**config.mk**
```make
export PLATFORM = sky130hd
export DESIGN_NAME = puf_challenge_sequencer
export DESIGN_NICKNAME = d
export VERILOG_FILES = /design/src/rtl/puf_challenge_sequencer.sv
export SDC_FILE = /design/constraint.sdc
export NUM_CORES = 1
export LEC_CHECK = 0
export CAP_MARGIN = 25
export CORE_MARGIN = 2
export CORE_UTILIZATION = 52
export DETAILED_ROUTE_END_ITERATION = 10
export PLACE_DENSITY = 0.85
export REMOVE_ABC_BUFFERS = 1
export SKIP_LAST_GASP = 1
export SLEW_MARGIN = 10
export SYNTH_ARGS = -nofsm -noshare
export SYNTH_HDL_FRONTEND = slang
export SYNTH_SLANG_ARGS = --single-unit
```
**constraint.sdc**
```tcl
create_clock -name Clock -period 4.1 [get_ports Clock]
set_input_delay 0.615 -clock Clock [delete_from_list [all_inputs] [get_ports Clock]]
set_output_delay 0.615 -clock Clock [all_outputs]
set_load 0.01 [all_outputs]
```
**src/rtl/puf_challenge_sequencer.sv**
```systemverilog
// Arbiter-PUF challenge sequencer: steps an LFSR challenge through a mux chain,
// pulses Launch for a settle window and collects one arbiter bit per challenge.
module puf_challenge_sequencer #(
   parameter int unsigned RESP_BITS     = 16,
   parameter int unsigned SETTLE_CYCLES = 8
) (
   input  logic                 Clock,
   input  logic                 Reset,
   input  logic                 Start,
   input  logic [31:0]          Seed,
   output logic [31:0]          Challenge,
   output logic                 Launch,
   input  logic                 ArbiterOut,
   output logic [RESP_BITS-1:0] Response,
   output logic                 ResponseValid,
   input  logic                 ResponseReady,
   output logic                 Busy
);

   typedef enum logic [2:0] {IDLE, APPLY, RACE, SAMPLE, DONE} state_t;

   localparam logic [7:0] SETTLE_LAST = 8'(SETTLE_CYCLES - 1);
   localparam logic [5:0] BIT_LAST    = 6'(RESP_BITS - 1);

   state_t     state;
   logic [7:0] settle_cnt;
   logic [5:0] bit_cnt;
   logic       fb;

   always_comb begin
      fb = Challenge[31] ^ Challenge[21] ^ Challenge[1] ^ Challenge[0];
   end

   always_ff @(posedge Clock) begin
      if (Reset) begin
         state         <= IDLE;
         Challenge     <= '0;
         Launch        <= 1'b0;
         Response      <= '0;
         ResponseValid <= 1'b0;
         Busy          <= 1'b0;
         settle_cnt    <= '0;
         bit_cnt       <= '0;
      end else begin
         case (state)
            IDLE: begin
               if (Start) begin
                  // an all-zero seed would lock the LFSR
                  Challenge <= (Seed == '0) ? 32'h0000_0001 : Seed;
                  Response  <= '0;
                  bit_cnt   <= '0;
                  Busy      <= 1'b1;
                  state     <= APPLY;
               end
            end
            APPLY: begin
               settle_cnt <= SETTLE_LAST;
               Launch     <= 1'b1;
               state      <= RACE;
            end
            RACE: begin
               if (settle_cnt == '0) begin
                  Launch <= 1'b0;
                  state  <= SAMPLE;
               end else begin
                  settle_cnt <= settle_cnt - 8'd1;
               end
            end
            SAMPLE: begin
               for (int unsigned i = 0; i < RESP_BITS; i++) begin
                  if (bit_cnt == 6'(i)) Response[i] <= ArbiterOut;
               end
               bit_cnt   <= bit_cnt + 6'd1;
               Challenge <= {Challenge[30:0], fb};
               if (bit_cnt == BIT_LAST) begin
                  ResponseValid <= 1'b1;
                  state         <= DONE;
               end else begin
                  state <= APPLY;
               end
            end
            DONE: begin
               if (ResponseReady) begin
                  ResponseValid <= 1'b0;
                  Busy          <= 1'b0;
                  state         <= IDLE;
               end
            end
            default: state <= IDLE;
         endcase
      end
   end

endmodule

```
==> results of run 1 <==
[state kept, by name (all words and copies together) (netlist names)]
name           count
Challenge         32
Response          16
settle_cnt         8
bit_cnt            6
state              3
Busy               1
Launch             1
ResponseValid      1
[power breakdown]
| group | total (mW) | internal (mW) | leakage [nW] | switching [mW] |
|---|---|---|---|---|
| logic | 0.844 | 0.402 | 0.841 | 0.443 |
| clock network | 0.560 | 0.312 | 0.102 | 0.247 |
| registers | 0.903 | 0.771 | 0.554 | 0.132 |
[per-stage QoR]
step                      std cells  cell area (um2)
after floorplan                 342             3070
after global placement          507             4060
after detailed placement        507             4060
after CTS                       523             4260
after global routing            523             4260
final                           523             4260
[worst max-delay path, stage by stage, from the launching register on]
cell	delay, ps
dfxtp_1	640
and3b_2	560
nor2_2	760
buf_4	320
nand2_1	90
a21oi_1	170
[cell type report]
type	count	share of cell area, %
Tap cell	75	2.20
Inverter	5	0.441
Clock inverter	4	1.12
Timing Repair Buffer	90	20.9
Clock buffer	12	3.64
Sequential cell	68	32.0
Multi-Input combinational cell	269	39.8
[path summary, 6_finish.rpt]
kind | to | cells past startpoint | start | slack (ps)
setup / recovery | Challenge[10] | 5 | state[2] | 1440
hold / removal | ResponseValid | 2 | ResponseValid | 460
setup reg to reg | Challenge[10] | 5 | state[2] | 1440
hold reg to reg | ResponseValid | 2 | ResponseValid | 460
[synthesized netlist by cell type, drive strengths merged]
| cell type | n | share of area (%) |
|---|---|---|
| a211o | 1 | 0.27 |
| a211oi | 5 | 1.2 |
| a21oi | 41 | 6.6 |
| a22oi | 31 | 7.2 |
| a2bb2oi | 1 | 0.27 |
| a311oi | 1 | 0.27 |
| a31oi | 9 | 1.7 |
| a32o | 1 | 0.31 |
| and2 | 2 | 0.39 |
| and3 | 1 | 0.19 |
| and3b | 1 | 0.27 |
| and4bb | 1 | 0.39 |
| buf | 16 | 3.2 |
| clkbuf | 12 | 1.4 |
| dfxtp | 68 | 42 |
| ha | 6 | 2.3 |
| inv | 5 | 0.58 |
| mux2 | 10 | 3.5 |
| mux2i | 11 | 3.4 |
| nand2 | 50 | 5.8 |
| nand3 | 12 | 1.9 |
| nand3b | 7 | 1.6 |
| nand4 | 3 | 0.58 |
| nand4b | 1 | 0.27 |
| nor2 | 31 | 3.7 |
| nor2b | 1 | 0.19 |
| nor3 | 4 | 0.62 |
| nor3b | 6 | 1.4 |
| nor4 | 10 | 2.4 |
| nor4b | 2 | 1.0 |
| o21a | 1 | 0.23 |
| o21ai | 3 | 0.47 |
| o311ai | 1 | 0.27 |
| o31a | 1 | 0.27 |
| o41ai | 1 | 0.27 |
| or2 | 1 | 0.19 |
| or3 | 5 | 1.0 |
| or3b | 1 | 0.27 |
| or4 | 1 | 0.35 |
| or4b | 1 | 0.31 |
| xnor2 | 2 | 0.54 |
| xor2 | 2 | 0.54 |
[routing by layer]
metal  part of all wire (%)  wire, um  track usage (%)
met5                      0         0                0
met4                   0.63        51             11.1
met3                    7.9       640             4.57
met2                     48      3880             39.9
met1                     44      3530             29.3
[kinds of logic after synthesis]
| logic type | count (synthesis) | synth area share (%) |
|---|---|---|
| AOI/OAI and AO/OA | 97 | 19.4 |
| xor gates and xnor gates | 4 | 1.09 |
| adders and majority gates | 6 | 2.33 |
| buffers and inverters | 33 | 5.17 |
| DFF | 68 | 42.3 |
| muxes | 21 | 6.91 |
| and+or+nand+nor | 141 | 22.9 |
==> impl_metrics.env, run 1 <==
export IMPL_hold_worst_slack_ps=464
export IMPL_route_detailed_drc=0
export IMPL_final_setup_slack_of_the_worst_path_ps=1440
export IMPL_tritoncts="yes"
export IMPL_worstPathRequired_ps=4350
export IMPL_critPathKind="reg2reg"
export IMPL_seq_area_frac_synth_pct=42.3
export IMPL_fp_dieArea_mm2=0.00684
export IMPL_post_synth_num_cell_types=50
export IMPL_clk_root_buffer_cell="clkbuf_8"
export IMPL_finClkSkew_ps=8.60
export IMPL_grt_pass1_wl_mm=12.6
export IMPL_clock_latency_ps=330
export IMPL_maxSlewHeadroom_pct=42.3
export IMPL_routed_via_density=5.79
export IMPL_avgSynthCellArea_um2=8.71
export IMPL_timing_max_transition_violations_final=0
export IMPL_final_wtd_congestion=0.830
export IMPL_timing_hold_violations_final=0
export IMPL_grt_overflow_total=0
export IMPL_cts_resized_gates=0
export IMPL_final_core_util_pct=71.5
export IMPL_drt_initial_drc_count=233
export IMPL_finalSetupTns_ps=0
export IMPL_power_ir_vdd_worst_v=0.000374
export IMPL_syn_inst=370
export IMPL_vias=3027
export IMPL_max_clock_freq_mhz=376
export IMPL_fin_crit_sh_pct=64.8
export IMPL_layout_area_seq_mm2=0.00136
export IMPL_min_period_ps=2660
export IMPL_leakage_nw=1.50
export IMPL_total_number_of_yosys_warnings=0
export IMPL_filler_cell_count=485
export IMPL_antenna_found_initial=0
export IMPL_power_per_cell_area_mw_per_mm2=542
export IMPL_dieWidth_um=82.7
export IMPL_setup_violations_final=0
export IMPL_place_detailed_hpwl_mm=5.58
export IMPL_drt_first_pass_iters=7
export IMPL_routedWlPerCell_um=15.5
export IMPL_floorplan_io_pins=88
export IMPL_floorplan_initialDensity_pct=54.1
export IMPL_syn_to_final_growth_pct=32.2
export IMPL_final_layout_size_suffix_gt1_share_pct=8.71
export IMPL_min_delay_worst_type="reg2reg"
export IMPL_cp_end_kind="flop"
export IMPL_nets=486
export IMPL_chipHeight_um=82.7
export IMPL_route_antenna_remaining_nets=0
export IMPL_total_power_mw=2.31
export IMPL_status="finished, final reports clean"
export IMPL_cts_htree_levels=3
export IMPL_rows=28
export IMPL_crit_path_start_kind="flop"
export IMPL_clock_sinks=68
export IMPL_groute_usage_overall_pct=23.8
export IMPL_timing_worst_slew_pin_value_ps=865
export IMPL_routed_wl_mm=8.10
export IMPL_mappedNetlistArea_mm2=0.00322
export IMPL_antennaDiodeCount=0
export IMPL_post_cts_hold_fix_bufs=0
export IMPL_clockBufferDepth=2
export IMPL_first_global_vias=2723
export IMPL_drv_max_cap_violation_count=0
export IMPL_arrival_ps=2910
export IMPL_cts_buffers=9
export IMPL_layout_commonest_cell="clkdlybuf4s50_1"
export IMPL_clk_transition_reported_paths_ps=70
export IMPL_io_buffer_count=87
export IMPL_dp_slack_ps=1240
export IMPL_maximum_number_of_pins_on_one_net_before_global_route_repair=51
export IMPL_grt_setup_unrepaired="no"
export IMPL_placeableCoreArea_mm2=0.00596
export IMPL_cts_setup_buffers=0
export IMPL_yosys_register_bits=68
export IMPL_final_cell_mix="clkdlybuf4s50_1 (86), dfxtp_1 (68), nand2_1 (50)"
export IMPL_multiInputGateArea_mm2=0.00170
export IMPL_critical_path_peak_fanout=50
No activity file was read; power rests on OpenSTA's default activity.
==> inputs of run 2 (changes only) <==
CORE_UTILIZATION = 48   (was 52)
PLACE_DENSITY = 0.8   (was 0.85)
clock period = 2.63 ns   (was 4.1 ns; I/O delays follow)
==> impl_metrics.env, run 2 (synthesis results as in run 1) <==
export IMPL_rows=29
export IMPL_finalSetupTns_ps=0
export IMPL_final_wtd_congestion=0.819
export IMPL_power_net_switching_mw=1.28
export IMPL_final_layout_size_suffix_gt1_share_pct=9.69
export IMPL_share_clk_of_total_power_pct=22.8
export IMPL_register_containing_the_most_flip_flops_in_the_final_layout="Challenge"
export IMPL_fin_crit_sh_pct=79.0
export IMPL_vias=3062
export IMPL_max_clock_freq_mhz=481
export IMPL_final_cell_mix="clkdlybuf4s50_1 (86), dfxtp_1 (68), nand2_1 (50)"
export IMPL_cp_slowest_stage_delay_ps=610
export IMPL_cts_buffers=9
export IMPL_maxUsedRoutingLayer="met4"
export IMPL_worstPathRequired_ps=2900
export IMPL_groute_usage_overall_pct=22.0
export IMPL_cts_resized_gates=0
export IMPL_filler_cell_count=523
export IMPL_route_antenna_remaining_nets=0
export IMPL_drt_first_pass_iters=5
export IMPL_tritoncts="yes"
export IMPL_power_frac_seq_pct=39.3
export IMPL_floorplan_io_pins=88
export IMPL_cts_setup_buffers=0
export IMPL_layout_area_seq_mm2=0.00136
export IMPL_critical_path_peak_fanout=49
export IMPL_power_ir_vdd_worst_v=0.000456
export IMPL_critPathKind="reg2reg"
export IMPL_met2_wirelength_mm=3.70
export IMPL_worst_r2r_cell_count=5
export IMPL_timing_worst_slew_pin_value_ps=670
export IMPL_first_global_vias=2858
export IMPL_clock_latency_ps=340
export IMPL_number_of_flip_flops_in_the_largest_register=32
export IMPL_place_detailed_hpwl_mm=5.59
export IMPL_finish_cell_count_without_fillers=531
export IMPL_crit_path_start_kind="flop"
export IMPL_post_cts_hold_fix_bufs=0
export IMPL_clock_sinks=68
export IMPL_grt_setup_unrepaired="no"
export IMPL_m1WireLength_mm=3.63
export IMPL_finClkSkew_ps=10.5
export IMPL_floorplan_initialDensity_pct=50.2
export IMPL_timing_max_transition_violations_final=0
export IMPL_arrival_ps=2350
export IMPL_maxSlewHeadroom_pct=55.4
export IMPL_total_power_mw=3.59
export IMPL_power_per_cell_area_mw_per_mm2=834
export IMPL_timing_hold_violations_final=0
export IMPL_antenna_found_initial=0
export IMPL_routed_via_density=5.77
export IMPL_placeableCoreArea_mm2=0.00642
export IMPL_routed_wl_mm=8.02
export IMPL_clk_root_buffer_cell="clkbuf_8"
export IMPL_status="finished, final reports clean"
export IMPL_io_buffer_count=87
export IMPL_worstHoldPathCells=2
export IMPL_grt_pass1_wl_mm=13.0
export IMPL_fp_dieArea_mm2=0.00738
export IMPL_leakage_nw=1.52
export IMPL_routedWlPerCell_um=15.1
export IMPL_grt_overflow_total=0
export IMPL_dieWidth_um=85.9
export IMPL_drt_initial_drc_count=232
export IMPL_maximum_number_of_pins_on_one_net_before_global_route_repair=50
export IMPL_chipHeight_um=85.9
export IMPL_top_regs="Challenge: 32 flops, Response: 16 flops, settle_cnt: 8 flops"
export IMPL_cp_slowest_cell="dfxtp_1"
export IMPL_p_int_mw=2.30
export IMPL_min_period_ps=2080
export IMPL_clockBufferDepth=2
export IMPL_cts_htree_levels=3
export IMPL_drv_max_cap_violation_count=0
export IMPL_syn_to_final_growth_pct=33.5
export IMPL_wl_met3_um=482
export IMPL_timing_critical_path_cells="and3b_2 > buf_4 > nand2_1 > mux2_2 > nor2_1"
export IMPL_multiInputGateArea_mm2=0.00170
export IMPL_setup_violations_final=0
export IMPL_cp_end_kind="flop"
export IMPL_nets=492
export IMPL_swShare_pct=35.8
export IMPL_route_detailed_drc=0
export IMPL_min_delay_worst_type="reg2reg"
export IMPL_layout_commonest_cell="clkdlybuf4s50_1"
export IMPL_clk_transition_reported_paths_ps=70
export IMPL_share_comb_of_total_power_pct=37.9
export IMPL_dpl_cell_count=515
export IMPL_antennaDiodeCount=0
-- run 2: final cells by class --
cell class	count	area share (%)
multi-input combinational	269	39.4
clock inverter	5	1.22
inverter	5	0.436
sequential	68	31.6
clock buffer	11	3.05
tap	77	2.24
timing repair buffer	96	22.0
-- run 2: final timing paths --
kind / start / to / slack [ps]
min: Challenge[9] / Challenge[9] / 480
min reg2reg: Challenge[9] / Challenge[9] / 480
max: state[0] / Response[1] / 550
max reg2reg: state[0] / Response[1] / 550
-- run 2: power by group through the flow --
stage	Combinational [mW]	Clock (mW)	Sequential (mW)
finish	1.36	0.818	1.41
global route	1.50	0.886	1.44
CTS	1.36	0.833	1.41
detailed placement	1.35	0	1.43
global placement	1.33	0	1.42
floorplan	0.798	0	1.43
-- run 2: through the flow --
step           instance area, um2  utilization [%]  hold WS [ps]  setup slack, ps
2_1_floorplan                3070                -           447             86.0
3_3_place_gp                 4120             64.1           456              524
3_5_place_dp                 4120             64.1           450              453
4_1_cts                      4300             67.0           468              573
5_1_grt                      4300             67.0           487              396
6_report                     4300             67.0           477              552
-- run 2: routing by layer --
metal / vias to the layer above / global-route usage [%]
met3: 20 / 4.72
li1: 1506 / -
met1: 1426 / 27.0
met4: 0 / 11.8
met5: - / 0
met2: 110 / 35.8
-- run 2: critical path, delay by kind of cell, from the launching register on --
kind,cells,cell delay [ps]
simple gates,3,630
mux,1,310
buf+inv,1,420
flops,1,610
==> inputs of run 3 (changes only) <==
CORE_UTILIZATION = 43   (was 48)
PLACE_DENSITY = 0.75   (was 0.8)
clock period = 1.8 ns   (was 2.63 ns; I/O delays follow)
==> impl_metrics.env, run 3 (synthesis results as in run 1) <==
export IMPL_route_detailed_drc=0
export IMPL_clk_transition_reported_paths_ps=80
export IMPL_final_layout_size_suffix_gt1_share_pct=13.8
export IMPL_placeableCoreArea_mm2=0.00725
export IMPL_min_delay_worst_type="in2reg"
export IMPL_timing_critical_path_cells="ha_1 > nor3b_1 > buf_4 > nand3_1 > mux2_2 > nor2_1"
export IMPL_dp_slack_ps=-64.9
export IMPL_total_power_mw=5.87
export IMPL_place_detailed_hpwl_mm=5.82
export IMPL_vias=3112
export IMPL_cts_setup_buffers=0
export IMPL_maximum_number_of_pins_on_one_net_before_global_route_repair=42
export IMPL_fin_crit_sh_pct=94.4
export IMPL_number_of_flip_flops_in_the_largest_register=32
export IMPL_cp_slowest_stage_delay_ps=440
export IMPL_leakage_nw=1.65
export IMPL_grt_pass1_wl_mm=14.1
export IMPL_timing_worst_slew_pin_value_ps=510
export IMPL_clockBufferDepth=2
export IMPL_cts_htree_levels=3
export IMPL_critPathKind="reg2reg"
export IMPL_antenna_found_initial=0
export IMPL_power_per_cell_area_mw_per_mm2=1280
export IMPL_finClkSkew_ps=8.35
export IMPL_layout_commonest_cell="clkdlybuf4s50_1"
export IMPL_tritoncts="yes"
export IMPL_max_clock_freq_mhz=589
export IMPL_timing_hold_violations_final=0
export IMPL_grt_overflow_total=0
export IMPL_clk_root_buffer_cell="clkbuf_8"
export IMPL_cp_end_kind="flop"
export IMPL_clock_latency_ps=350
export IMPL_rows=31
export IMPL_drt_first_pass_iters=5
export IMPL_critical_path_peak_fanout=7
export IMPL_routedWlPerCell_um=14.7
export IMPL_io_buffer_count=87
export IMPL_floorplan_initialDensity_pct=44.4
export IMPL_final_setup_slack_of_the_worst_path_ps=101
export IMPL_layout_area_seq_mm2=0.00136
export IMPL_grt_setup_unrepaired="yes"
export IMPL_first_global_vias=3030
export IMPL_nets=509
export IMPL_cts_resized_gates=0
export IMPL_dieWidth_um=90.6
export IMPL_arrival_ps=1980
export IMPL_crit_path_start_kind="flop"
export IMPL_syn_to_final_growth_pct=41.9
export IMPL_maxSlewHeadroom_pct=66.0
export IMPL_multiInputGateArea_mm2=0.00171
export IMPL_cp_slowest_cell="dfxtp_1"
export IMPL_route_antenna_remaining_nets=0
export IMPL_chipHeight_um=90.6
export IMPL_final_core_util_pct=63.0
export IMPL_routed_via_density=5.46
export IMPL_clock_sinks=68
export IMPL_drv_max_cap_violation_count=0
export IMPL_fp_dieArea_mm2=0.00820
export IMPL_worstPathRequired_ps=2080
export IMPL_groute_usage_overall_pct=20.9
export IMPL_min_period_ps=1700
export IMPL_filler_cell_count=624
export IMPL_final_wtd_congestion=0.876
export IMPL_floorplan_io_pins=88
export IMPL_setup_violations_final=0
export IMPL_power_ir_vdd_worst_v=0.000743
export IMPL_timing_max_transition_violations_final=0
export IMPL_register_containing_the_most_flip_flops_in_the_final_layout="Challenge"
export IMPL_antennaDiodeCount=0
export IMPL_routed_wl_mm=8.40
export IMPL_status="finished, final reports clean"
export IMPL_finalSetupTns_ps=0
export IMPL_drt_initial_drc_count=90
export IMPL_post_cts_hold_fix_bufs=0
export IMPL_cts_buffers=9
export IMPL_final_cell_mix="clkdlybuf4s50_1 (86), dfxtp_1 (67), nand2_1 (50)"
export IMPL_top_regs="Challenge: 32 flops, Response: 16 flops, settle_cnt: 8 flops"
==> run 3: changes by cell type in the layout (fill, tap and decap cells not counted), sizes merged <==
cell / delta
inv: +2
buf: +17
clkinv: -3
bufinv: +2
clkinvlp: +1
clkbuf: -2
==> run 3: per-layer routing <==
layer	track usage, %	part of all wire, %	up-vias
li1	-	-	1538
met1	26.7	47	1456
met2	32.8	45	105
met3	5.43	6.2	13
met4	9.74	1.7	0
met5	0	0	-
==> run 3: power by group <==
group | switching [mW] | internal, mW
combinational | 1.11 | 1.16
sequential | 0.270 | 1.76
clock | 0.639 | 0.929
==> run 3: worst max-delay path: cells and delay by family (launching register included) <==
family,cells,cell delay (ps)
DFF,1,440
adders and majority gates,1,240
buffers and inverters,1,190
and+or+nand+nor,3,480
muxes,1,280
==> run 3: worst paths after layout <==
| kind | slack (ps) | endpoint | start | cells past startpoint |
|---|---|---|---|---|
| hold / removal | 240 | settle_cnt[0] | Reset | 2 |
| setup reg to reg | 100 | Response[7] | bit_cnt[1] | 6 |
| setup / recovery | 100 | Response[7] | bit_cnt[1] | 6 |
| hold reg to reg | 470 | ResponseValid | ResponseValid | 2 |
==> run 3: final cells by class <==
type | instances | share of cell area [%]
Clock buffer | 9 | 2.71
Clock inverter | 7 | 2.68
Inverter | 5 | 0.411
Multi-Input combinational cell | 269 | 37.3
Sequential cell | 68 | 29.8
Tap cell | 99 | 2.71
Timing Repair Buffer | 113 | 24.4
==> run 3: per-stage QoR <==
stage / area (um2) / hold WS (ps) / cells
3_3_place_gp: 4310 / 449 / 554
6_report: 4570 / 238 / 570
2_1_floorplan: 3070 / 339 / 342
5_1_grt: 4570 / 246 / 570
4_1_cts: 4560 / 221 / 570
3_5_place_dp: 4310 / 456 / 554
